## config.mk

```make
export PLATFORM = sky130hd
export DESIGN_NAME = xor_stream_cipher
export DESIGN_NICKNAME = d
export VERILOG_FILES = /design/src/rtl/xor_stream_cipher.sv
export SDC_FILE = /design/constraint.sdc
export NUM_CORES = 1
export LEC_CHECK = 0
export ABC_AREA = 1
export CAP_MARGIN = 20
export CORE_MARGIN = 2
export CORE_UTILIZATION = 40
export DETAILED_ROUTE_END_ITERATION = 8
export MAX_ROUTING_LAYER = met4
export PLACE_DENSITY = 0.76
export SETUP_SLACK_MARGIN = 0.4
export SLEW_MARGIN = 20
export SYNTH_ARGS = -nofsm -noshare
export SYNTH_HDL_FRONTEND = slang
export SYNTH_SLANG_ARGS = --single-unit
```

## constraint.sdc

```tcl
create_clock -name clk -period 2.1 [get_ports clk]
set_clock_uncertainty 0.1 [all_clocks]
set_input_delay 0.525 -clock clk [delete_from_list [all_inputs] [get_ports clk]]
set_output_delay 0.525 -clock clk [all_outputs]
set_load 0.1 [all_outputs]
```

## src/rtl/xor_stream_cipher.sv

```systemverilog
// Flow-controlled XOR stream cipher: static, rolling or chained working key,
// one-beat output register, completion flag after the final beat drains.
//
// state    | meaning
// ---------+-------------------------------------------------------------
// ST_IDLE  | waiting for enable; key/shift/mode captured on exit
// ST_RUN   | accepting beats, encrypting into the output register
// ST_DRAIN | last beat accepted, waiting for its handoff
// ST_ABORT | enable dropped mid-run, flushing the pending output beat
// ST_DONE  | stream complete, led_complete high until enable drops
module xor_stream_cipher #(
  parameter int DATA_W  = 8,
  parameter int SHIFT_W = $clog2(DATA_W),
  parameter int CNT_W   = 16
) (
  input  logic               clk,
  input  logic               start_reset,
  input  logic               enable,
  input  logic [1:0]         mode,
  input  logic [SHIFT_W-1:0] shift,
  input  logic [DATA_W-1:0]  key,
  input  logic               s_valid,
  output logic               s_ready,
  input  logic [DATA_W-1:0]  s_data,
  input  logic               s_last,
  output logic               m_valid,
  input  logic               m_ready,
  output logic [DATA_W-1:0]  m_data,
  output logic               m_last,
  output logic               led_complete,
  output logic [CNT_W-1:0]   beat_count
);

  typedef enum logic [2:0] {ST_IDLE, ST_RUN, ST_DRAIN, ST_ABORT, ST_DONE} state_t;

  state_t              state_q, state_d;
  logic [DATA_W-1:0]   kreg_q, kreg_d;
  logic [1:0]          mode_q, mode_d;
  logic [SHIFT_W-1:0]  shift_q, shift_d;
  logic                m_valid_q, m_valid_d;
  logic                m_last_q, m_last_d;
  logic [DATA_W-1:0]   m_data_q, m_data_d;
  logic [CNT_W-1:0]    beat_count_q, beat_count_d;
  logic                accept;
  logic                handoff;

  // Doubling the word lets a plain left shift act as a rotate; n=0 yields x.
  function automatic logic [DATA_W-1:0] rotl(input logic [DATA_W-1:0] x,
                                              input logic [SHIFT_W-1:0] n);
    logic [2*DATA_W-1:0] t;
    t = {x, x} << (int'(n) % DATA_W);
    return t[2*DATA_W-1:DATA_W];
  endfunction

  always_ff @(posedge clk) begin
    if (start_reset) begin
      state_q      <= ST_IDLE;
      kreg_q       <= '0;
      mode_q       <= '0;
      shift_q      <= '0;
      m_valid_q    <= 1'b0;
      m_last_q     <= 1'b0;
      m_data_q     <= '0;
      beat_count_q <= '0;
    end else begin
      state_q      <= state_d;
      kreg_q       <= kreg_d;
      mode_q       <= mode_d;
      shift_q      <= shift_d;
      m_valid_q    <= m_valid_d;
      m_last_q     <= m_last_d;
      m_data_q     <= m_data_d;
      beat_count_q <= beat_count_d;
    end
  end

  always_comb begin
    state_d = state_q;
    case (state_q)
      ST_IDLE:  if (enable) state_d = ST_RUN;
      ST_RUN: begin
        if (accept && s_last)       state_d = ST_DRAIN;
        else if (!enable && !accept) state_d = ST_ABORT;
      end
      ST_DRAIN: if (handoff && m_last_q) state_d = ST_DONE;
      ST_ABORT: if (!m_valid_q || handoff) state_d = ST_IDLE;
      ST_DONE:  if (!enable) state_d = ST_IDLE;
      default:  state_d = ST_IDLE;
    endcase
  end

  always_comb begin
    s_ready      = (state_q == ST_RUN) && (!m_valid_q || m_ready);
    led_complete = (state_q == ST_DONE);
    m_valid      = m_valid_q;
    m_last       = m_last_q;
    m_data       = m_data_q;
    beat_count   = beat_count_q;
  end

  assign accept  = s_ready && s_valid;
  assign handoff = m_valid_q && m_ready;

  always_comb begin
    kreg_d       = kreg_q;
    mode_d       = mode_q;
    shift_d      = shift_q;
    m_valid_d    = m_valid_q;
    m_last_d     = m_last_q;
    m_data_d     = m_data_q;
    beat_count_d = beat_count_q;
    if (state_q == ST_IDLE && enable) begin
      kreg_d       = rotl(key, shift);
      mode_d       = mode;
      shift_d      = shift;
      beat_count_d = '0;
    end
    if (accept) begin
      m_data_d  = s_data ^ kreg_q;
      m_last_d  = s_last;
      m_valid_d = 1'b1;
      if (beat_count_q != {CNT_W{1'b1}})
        beat_count_d = beat_count_q + {{(CNT_W-1){1'b0}}, 1'b1};
      case (mode_q)
        2'd1:    kreg_d = rotl(kreg_q, shift_q);
        2'd2:    kreg_d = s_data ^ kreg_q;
        default: kreg_d = kreg_q;
      endcase
    end else if (handoff) begin
      m_valid_d = 1'b0;
      m_last_d  = 1'b0;
    end
  end

endmodule
```

## Word level (Yosys, flattened, before mapping)

Cells that the tools add are included.

| storage, ports and cells | value |
|---|---|
| flip-flop bits (word level) | 42 |
| bits of input ports | 27 |
| logic and storage cells | 58 |

| cells by class | value |
|---|---|
| add/subtract/negate cells | 1 |
| equal/unequal tests | 13 |
| shift-type cells | 2 |
| muxes and demuxes | 16 |
| bitwise operators | 1 |
| reduce and logical (&&, ||, !) cells | 17 |

Operators by type and width:

| cell | count |
|---|---|
| 2-to-1 mux 16 bit | 3 |
| left shift 16 x 3 -> 16 bit | 2 |
| 2-to-1 mux 3 bit | 6 |
| adder 16 x 1 -> 16 bit (second input constant) | 1 |
| 2-to-1 mux 8 bit | 2 |
| inequality test 16 bit (second input constant) | 1 |
| one-hot mux 8 bit (2 select lines) | 1 |
| one-hot mux 3 bit (5 select lines) | 1 |
| inequality test 2 bit (second input constant) | 4 |
| XOR 8 bit | 1 |
| logical AND 1 bit | 7 |
| equality test 3 x 2 -> 1 bit (second input constant) | 2 |
| AND reduction 5 bit | 1 |
| nonzero test 2 bit | 2 |
| equality test 3 x 1 -> 1 bit (second input constant) | 1 |
| equality test 3 bit (second input constant) | 1 |
| logical NOT 1 bit | 3 |
| logical NOT 3 bit | 1 |
| 2-to-1 mux 1 bit | 3 |
| inequality test 3 x 1 -> 1 bit (second input constant) | 1 |
| inequality test 3 bit (second input constant) | 1 |
| equality test 2 x 1 -> 1 bit (second input constant) | 1 |
| equality test 2 bit (second input constant) | 1 |
| logical OR 1 bit | 2 |
| AND reduction 2 bit | 1 |

## Depth between registers and ports, before layout

Gate-level depths: netlist (run 1).

| logic depth | value |
|---|---|
| depth in word-level cells | 9 |
| depth in mapped cells | 10 |
| gate-level depth less buffers | 10 |

## Worst setup path before layout (run 1)

No wires, ideal clock.

| path | value |
|---|---|
| path type | reg-to-reg |
| start | register state_q[2] |
| end | register state_q[2] |
| arrival | 3.304 ns |
| required time | 1.886 ns |
| slack | -1.418 ns |
| cell stages (with the launch flop) | 9 |
| path buffers | 0 |
| clock period less this slack | 3.518 ns |
| path through | dfxtp_1 -> nor3b_1 -> nand2_1 -> nand3_1 -> nor2_1 -> nand2_1 -> clkinv_1 -> nor2_1 -> nor2_1 |

| on the way | value |
|---|---|
| elaborated cells between the ends (all ways) | 18 |

RTL lines:

| item | line | RTL |
|---|---|---|
| start, declared | 36 | `state_t state_q, state_d;` |
| start signal, assigned | 66 | `state_q <= state_d;` |
| equality test 3 bit (*) | n/a |  |
| named net led_complete | 30 | `output logic led_complete,` |
| inequality test 2 bit (no source line) | n/a |  |
| AND reduction 5 bit (no source line) | n/a |  |

Mark *: on every way through the listed nets, which the timed path passes. The rest lies on a longest branch.
A chain may end at the register's enable or synchronous reset.

## Worst setup path after layout (run 1)

| path | value |
|---|---|
| start | register state_q[1] |
| end | output port s_ready |

| on the way | value |
|---|---|
| longest elaborated chain between the ends | 2 |

Ends and longest elaborated chain:

| item | line | RTL |
|---|---|---|
| equality test 3 x 1 -> 1 bit | 93 | `s_ready = (state_q == ST_RUN) && (!m_valid_q \|\| m_ready);` |
| logical AND 1 bit | 93 |  |
| end, declared | 23 | `output logic s_ready,` |

Every way passes these cells.

==> results.md, run 1 <==
- Final HPWL DP: 5759 um
- CP Launch Point: state_q[1]$_SDFFE_PP0P_
- Syn nets: 499
- Die Wd: 87.73 um
- Cell variety after synth: 33
- CTS Buffer Depth: 2
- Worst vdd ir: 0.3782 mV
- Post-layout util: roughly two thirds
- Synth async-reset ratio: 0%
- Status: finished clean
- Area growth, synth to finish: 60.91%
- Initial drt markers: ~360
- CP Capture Point: s_ready
- Die height: roughly 88 um
- CP Data Required Time: approximately 1.5 ns
- Slowest Stage Delay on Critical Path: 0.37 ns
- Cell area after layout: between 0.004 and 0.005 mm^2
- Max-cap violations: 0
- CTS sink cnt: 42
- Clock insertion delay at the later pin of the skew report: about 0.3 ns
- RePlAce Congestion: ~0.89
- Number of synthesized flops with an enable pin: 0
- Actual slew at the worst max-slew pin: approximately 0.38 ns
- Clock power frac: between 10% and 20%
- Rows: 30
- Via count: about 3,500
- First-pass GRT wire length: about 13,000 um
- Worst EP arrival: around 1.2 ns
- Largest net degree at the start of global routing: 25
- P_leak: 1.931 nW
- Post-synth top cells: nand2_1, nand3_1, nor2_1
- # diodes: 0
- Syn_area_per_cell: between 5 and 6 um^2
- Starting Density: a little over 40%
- Syn Inst Count: ~470
- Register share of total power: approximately 28%
- WS Path Type: register to output pin
- Part of the cycle the worst path needs: 86.25%
- Most common flop cell mapped by yosys: dfxtp_1
- Detail Route Antenna Nets: 0
- Vias in the first global route: 2,997
- Initial antenna violation count: 0
- Logic gate share of total power: between 60% and 70%
- IO Pins: between 50 and 60
- Root Driver: clkbuf_8
- Critical path endpoint category: output pin
- Final WL: roughly 8700 um
- # hold bufs at CTS: 0
- Unrepaired setup endpoints after global routing: true
- Total GRT Usage: between 20 and 25%
- CP cell instances: nor2_4, nand2_4, nor2_4, buf_12
- Global route overflow: 0
- Dpl ws: -0.1182 ns
- Hold WC Path Type: register to register
- Post-synth top area share: ~30%
- Synthesized flop and latch total: 42
- Pwr dens: roughly 920 mW/mm^2
- Slew HR: 74.78%
- Layout net count: 583
- Via/cell ratio: roughly 5.3
- Setup violators final: 0
- Max FO, Critical Path: 4
- Fin worst setup slack: approximately 0.29 ns
- Htree depth: 2
- Largest area contributor in the netlist: dfxtp_1
- Net Switching: just under 0.002 W
- Worst R2R Path Depth: 9
- Worst setup SP type: register
- Layout cells sized above 1: between 20 and 30%
- Pre-antenna DRT Iters: 6
- Slew Limit Fails: 0
- Minimum clock period: 1.811 ns
- R2R Setup Slk: roughly 0.31 ns
- Final routed DRC violation total: 0
- Clock Pin Slew Worst Setup and Hold Paths: 0.08 ns
- Die Footprint: roughly 0.0077 mm^2
- Fillers: between 500 and 600
- WL per Instance: roughly 13 um
- Area of the core: approximately 0.0068 mm^2
- Crit-path slowest cell: dfxtp_4
- Sw Share: a little under half
- Post-Synthesis Cell Area: 0.002804 mm^2
- Crit path top cell by count: nor2_4
- Area after DPL: 0.003925 mm^2
- Area contributors post-synth: dfxtp_1, nand2_1, nand3_1, a21oi_1, nor2_1
- Most frequent cell after synthesis: nand2_1
- PortBufs: 54
- Reg-to-reg endpoint: kreg_q[4]$_SDFFE_PP0P_
- Post-synthesis sequential area ratio: about 30%
- CTS tree: done
- FMAX: 552.1 MHz
- P_int: around 0.0022 W
- Num CTS Buffers: 5
- R2r startpoint: state_q[1]$_SDFFE_PP0P_
- Syn. warnings: 0
- Final hold viol count: 0
==> cell usage in the layout, fill, tap and decap left out, drive strengths merged, types with 3 or more instances in the layout <==
| master | netlist | final |
|---|---|---|
| clkinv | 4 | 3 |
| nor2 | 49 | 49 |
| o21ai | 24 | 25 |
| xnor2 | 5 | 5 |
| dfxtp | 42 | 42 |
| a21oi | 41 | 41 |
| nor3 | 10 | 10 |
| nand4 | 4 | 4 |
| buf | 11 | 68 |
| nand3 | 87 | 87 |
| xor2 | 3 | 3 |
| nand2 | 140 | 141 |
| clkbuf | 9 | 9 |
| dlymetal6s2s | 0 | 3 |
| inv | 35 | 36 |
| clkdlybuf4s50 | 0 | 22 |
==> stage by stage <==
step | setup TNS [ns] | hold WS [ns] | total power [W] | std cells
2_1_floorplan | 0 | 0.3438 | 0.002559 | 471
3_3_place_gp | -0.3176 | 0.3547 | 0.003158 | 618
3_5_place_dp | -1.259 | 0.3589 | 0.003179 | 618
4_1_cts | 0 | 0.3706 | 0.003809 | 636
5_1_grt | 0 | 0.3954 | 0.004397 | 652
6_report | 0 | 0.3721 | 0.004146 | 652
==> kinds of logic after synthesis <==
logic type / after synthesis / synth area share [%]
buffers and inverters: 59 / 8.657
XOR/XNOR: 8 / 2.499
flip-flops: 42 / 29.99
adder cells (fa/ha/maj): 1 / 0.4462
AND/OR/NAND/NOR: 292 / 45.47
AO/OA/AOI/OAI: 69 / 12.94
==> worst min path at each step <==
stage | from | slack [ns] | to | cells past startpoint
6_report | mode_q[1]$_SDFFE_PP0P_ | 0.37 | mode_q[1]$_SDFFE_PP0P_ | 2
5_1_grt | mode_q[1]$_SDFFE_PP0P_ | 0.40 | mode_q[1]$_SDFFE_PP0P_ | 2
4_1_cts | mode_q[1]$_SDFFE_PP0P_ | 0.37 | mode_q[1]$_SDFFE_PP0P_ | 2
3_5_place_dp | mode_q[1]$_SDFFE_PP0P_ | 0.36 | mode_q[1]$_SDFFE_PP0P_ | 2
3_3_place_gp | mode_q[1]$_SDFFE_PP0P_ | 0.35 | mode_q[1]$_SDFFE_PP0P_ | 2
2_1_floorplan | mode_q[0]$_SDFFE_PP0P_ | 0.34 | mode_q[0]$_SDFFE_PP0P_ | 2
==> state kept, by name, summed over array words and instances (netlist names) <==
| signal | count |
|---|---|
| kreg_q | 8 |
| beat_count | 16 |
| m_valid | 1 |
| state_q | 3 |
| mode_q | 2 |
| m_data | 8 |
| shift_q | 3 |
| m_last | 1 |
==> layer usage <==
metal,up-vias,GRT usage (%),wire [um],part of all wire [%]
li1,1724,-,-,-
met1,1550,30.84,3903,45
met2,154,32.16,4098,47
met3,26,3.676,511,5.8
met4,0,7.273,222,2.5
met5,-,-,0,0
==> final cells by class <==
type | count | area, um^2 | share of cell area [%]
sequential | 42 | 905.9 | 20.08
tap | 96 | 120.1 | 2.662
clock buffer | 8 | 80.08 | 1.775
inverter | 39 | 146.4 | 3.245
multi-input combinational | 372 | 2041 | 45.23
timing repair buffer | 95 | 1219 | 27.01
==> power groups by stage <==
| stage | Sequential, W | Clock [W] | Combinational, W |
|---|---|---|---|
| floorplan | 0.00140 | 0 | 0.00115 |
| detailed placement | 0.00115 | 0 | 0.00203 |
| global route | 0.00117 | 0.000562 | 0.00267 |
| finish | 0.00115 | 0.000512 | 0.00249 |
| global placement | 0.00115 | 0 | 0.00200 |
| CTS | 0.00114 | 0.000518 | 0.00215 |
==> worst max-delay path: cells and delay by family, from the launching register on <==
family / cells / cell delay [ns]
AND/OR/NAND/NOR: 3 / 0.32
buffers and inverters: 1 / 0.18
flip-flops: 1 / 0.37
==> repair_timing <==
item	4_1_cts	5_1_grt
cloned	2	1
buffers inserted	8	15
pin swaps	7	42
resized for setup	15	74
endpoints found under the setup margin	31	34
No activity file was read; power rests on OpenSTA's default activity.
==> inputs of run 2 (changes only) <==
--- a/config.mk
+++ b/config.mk
@@ -6,7 +6,8 @@
 export NUM_CORES = 1
 export LEC_CHECK = 0
 export ABC_AREA = 1
-export CAP_MARGIN = 20
+export CAP_MARGIN = 15
+export CORE_ASPECT_RATIO = 0.6
 export CORE_MARGIN = 2
 export CORE_UTILIZATION = 40
 export DETAILED_ROUTE_END_ITERATION = 8
==> results.md, run 2 (synthesis results as in run 1) <==
- Status: finished clean
- CTS tree: done
- Pre-antenna DRT Iters: 6
- Initial antenna violation count: 0
- Global route overflow: 0
- Pwr dens: a little over 1000 mW/mm^2
- Final WL: between 10,000 and 15,000 um
- Final routed DRC violation total: 0
- Num CTS Buffers: 5
- Via/cell ratio: about 5.7
- # diodes: 0
- Leading cell types in the layout, fill and taps excluded: nand2_1, nand3_1, nor2_1
- CP cell instances: nor2_4, nand2_4, nor2_4, buf_12
- Detail Route Antenna Nets: 0
- WL per Instance: between 15 and 20 um
- Layout cells sized above 1: between 20% and 30%
- Vias in the first global route: ~3,300
- Crit path top cell by count: nor2_4
- P_leak: 1.886 nW
- Max FO, Critical Path: 4
- Max reg flops: 16
- First-pass GRT wire length: 15,760 um
- Unrepaired setup endpoints after global routing: true
- Critical path endpoint category: output pin
- Fin cells: roughly 640
- Clock Pin Slew Worst Setup and Hold Paths: about 0.060 ns
- Via count: roughly 3,700
- Actual slew at the worst max-slew pin: between 0.3 and 0.4 ns
- RePlAce Congestion: 0.9259
- CTS sink cnt: 42
- Part of the cycle the worst path needs: a little under nine tenths
- Setup violators final: 0
- Total GRT Usage: a little over a quarter
- Final hold viol count: 0
- Placed Instances: about 610
- Slew Limit Fails: 0
- Largest net degree at the start of global routing: 25
- Worst setup SP type: register
- CTS Buffer Depth: 2
- Die height: 68.86 um
- WS Path Type: register to output pin
- Initial drt markers: 383
- Starting Density: 41.64%
- IO Pins: 55
- Die Wd: about 110 um
- Area growth, synth to finish: 60.51%
- Htree depth: 2
- Minimum clock period: 1.804 ns
- Layout net count: roughly 600
- Rows: 23
- Area of the core: about 0.0067 mm^2
- FMAX: 554.2 MHz
- Root Driver: clkbuf_16
- Max-cap violations: 0
- Post-layout util: roughly two thirds
- Die Footprint: between 0.007 and 0.008 mm^2
- Hold WC Path Type: register to register
- Worst vdd ir: slightly above 0.6 mV
- Worst EP arrival: about 1.2 ns
- Slew HR: 77.25%
- Slowest Stage Delay on Critical Path: roughly 0.36 ns
- Clock insertion delay at the later pin of the skew report: 0.29 ns
- PortBufs: 54
- Final HPWL DP: around 7000 um
- Most common cell after layout, fill and taps aside: nand2_1
- Crit-path slowest cell: dfxtp_4
- CP Data Required Time: about 1.5 ns
run 2: final cells by class:
class	count	area, um^2
fill	542	2233
multi-input combinational	372	1983
timing repair buffer	95	1207
sequential	42	904.6
inverter	39	150.1
clock buffer	5	125.1
tap	87	108.9
clock inverter	3	16.27
timing repair inverter	1	5.005
run 2: through the flow:
step | setup WS, ns | TNS (ns) | hold WS [ns] | area (um^2) | total power (W)
finish | 0.2957 | 0 | 0.3752 | 4501 | 0.004533
global route | 0.2871 | 0 | 0.4198 | 4501 | 0.004724
CTS | 0.3307 | 0 | 0.3740 | 4323 | 0.004290
detailed placement | -0.07466 | -1.331 | 0.3646 | 3976 | 0.003356
global placement | -0.04679 | -0.3904 | 0.3545 | 3976 | 0.003314
floorplan | 0.1181 | 0 | 0.3438 | 2940 | 0.002559
run 2: worst paths after layout:
path | start | end | slack (ns) | depth (start not counted)
setup / recovery | state_q[2]$_SDFFE_PP0P_ | s_ready | 0.30 | 4
hold / removal | mode_q[0]$_SDFFE_PP0P_ | mode_q[0]$_SDFFE_PP0P_ | 0.38 | 2
setup reg to reg | state_q[2]$_SDFFE_PP0P_ | kreg_q[7]$_SDFFE_PP0P_ | 0.41 | 10
hold reg to reg | mode_q[0]$_SDFFE_PP0P_ | mode_q[0]$_SDFFE_PP0P_ | 0.38 | 2
run 2: layer usage:
layer	GRT usage, %	wire length, um
met1	36.29	4352
met2	41.04	4831
met3	5.769	1226
met4	4.726	86
met5	-	0
run 2: repair_timing:
item                                   in CTS  in global routing
hold buffers                                0                  0
gates resized for setup                    32                 43
cloned                                      2                  1
pin swaps                                  10                 16
endpoints found under the hold margin       0                  0
setup endpoints to repair                  38                 30
buffers inserted                           16                  3
run 2: where the power goes:
part	switching (W)	leakage, nW	total [W]	internal (W)
sequential	0.000239	0.357	0.00119	0.000952
combinational	0.00161	1.46	0.00258	0.000970
clock	0.000326	0.0672	0.000760	0.000434
total	0.00218	1.89	0.00453	0.00236
run 2: critical path: cells and delay by family, from the launching register on:
kind | cells | cell delay (ns)
buffers and inverters | 1 | 0.19
flip-flops | 1 | 0.36
AND/OR/NAND/NOR | 3 | 0.34
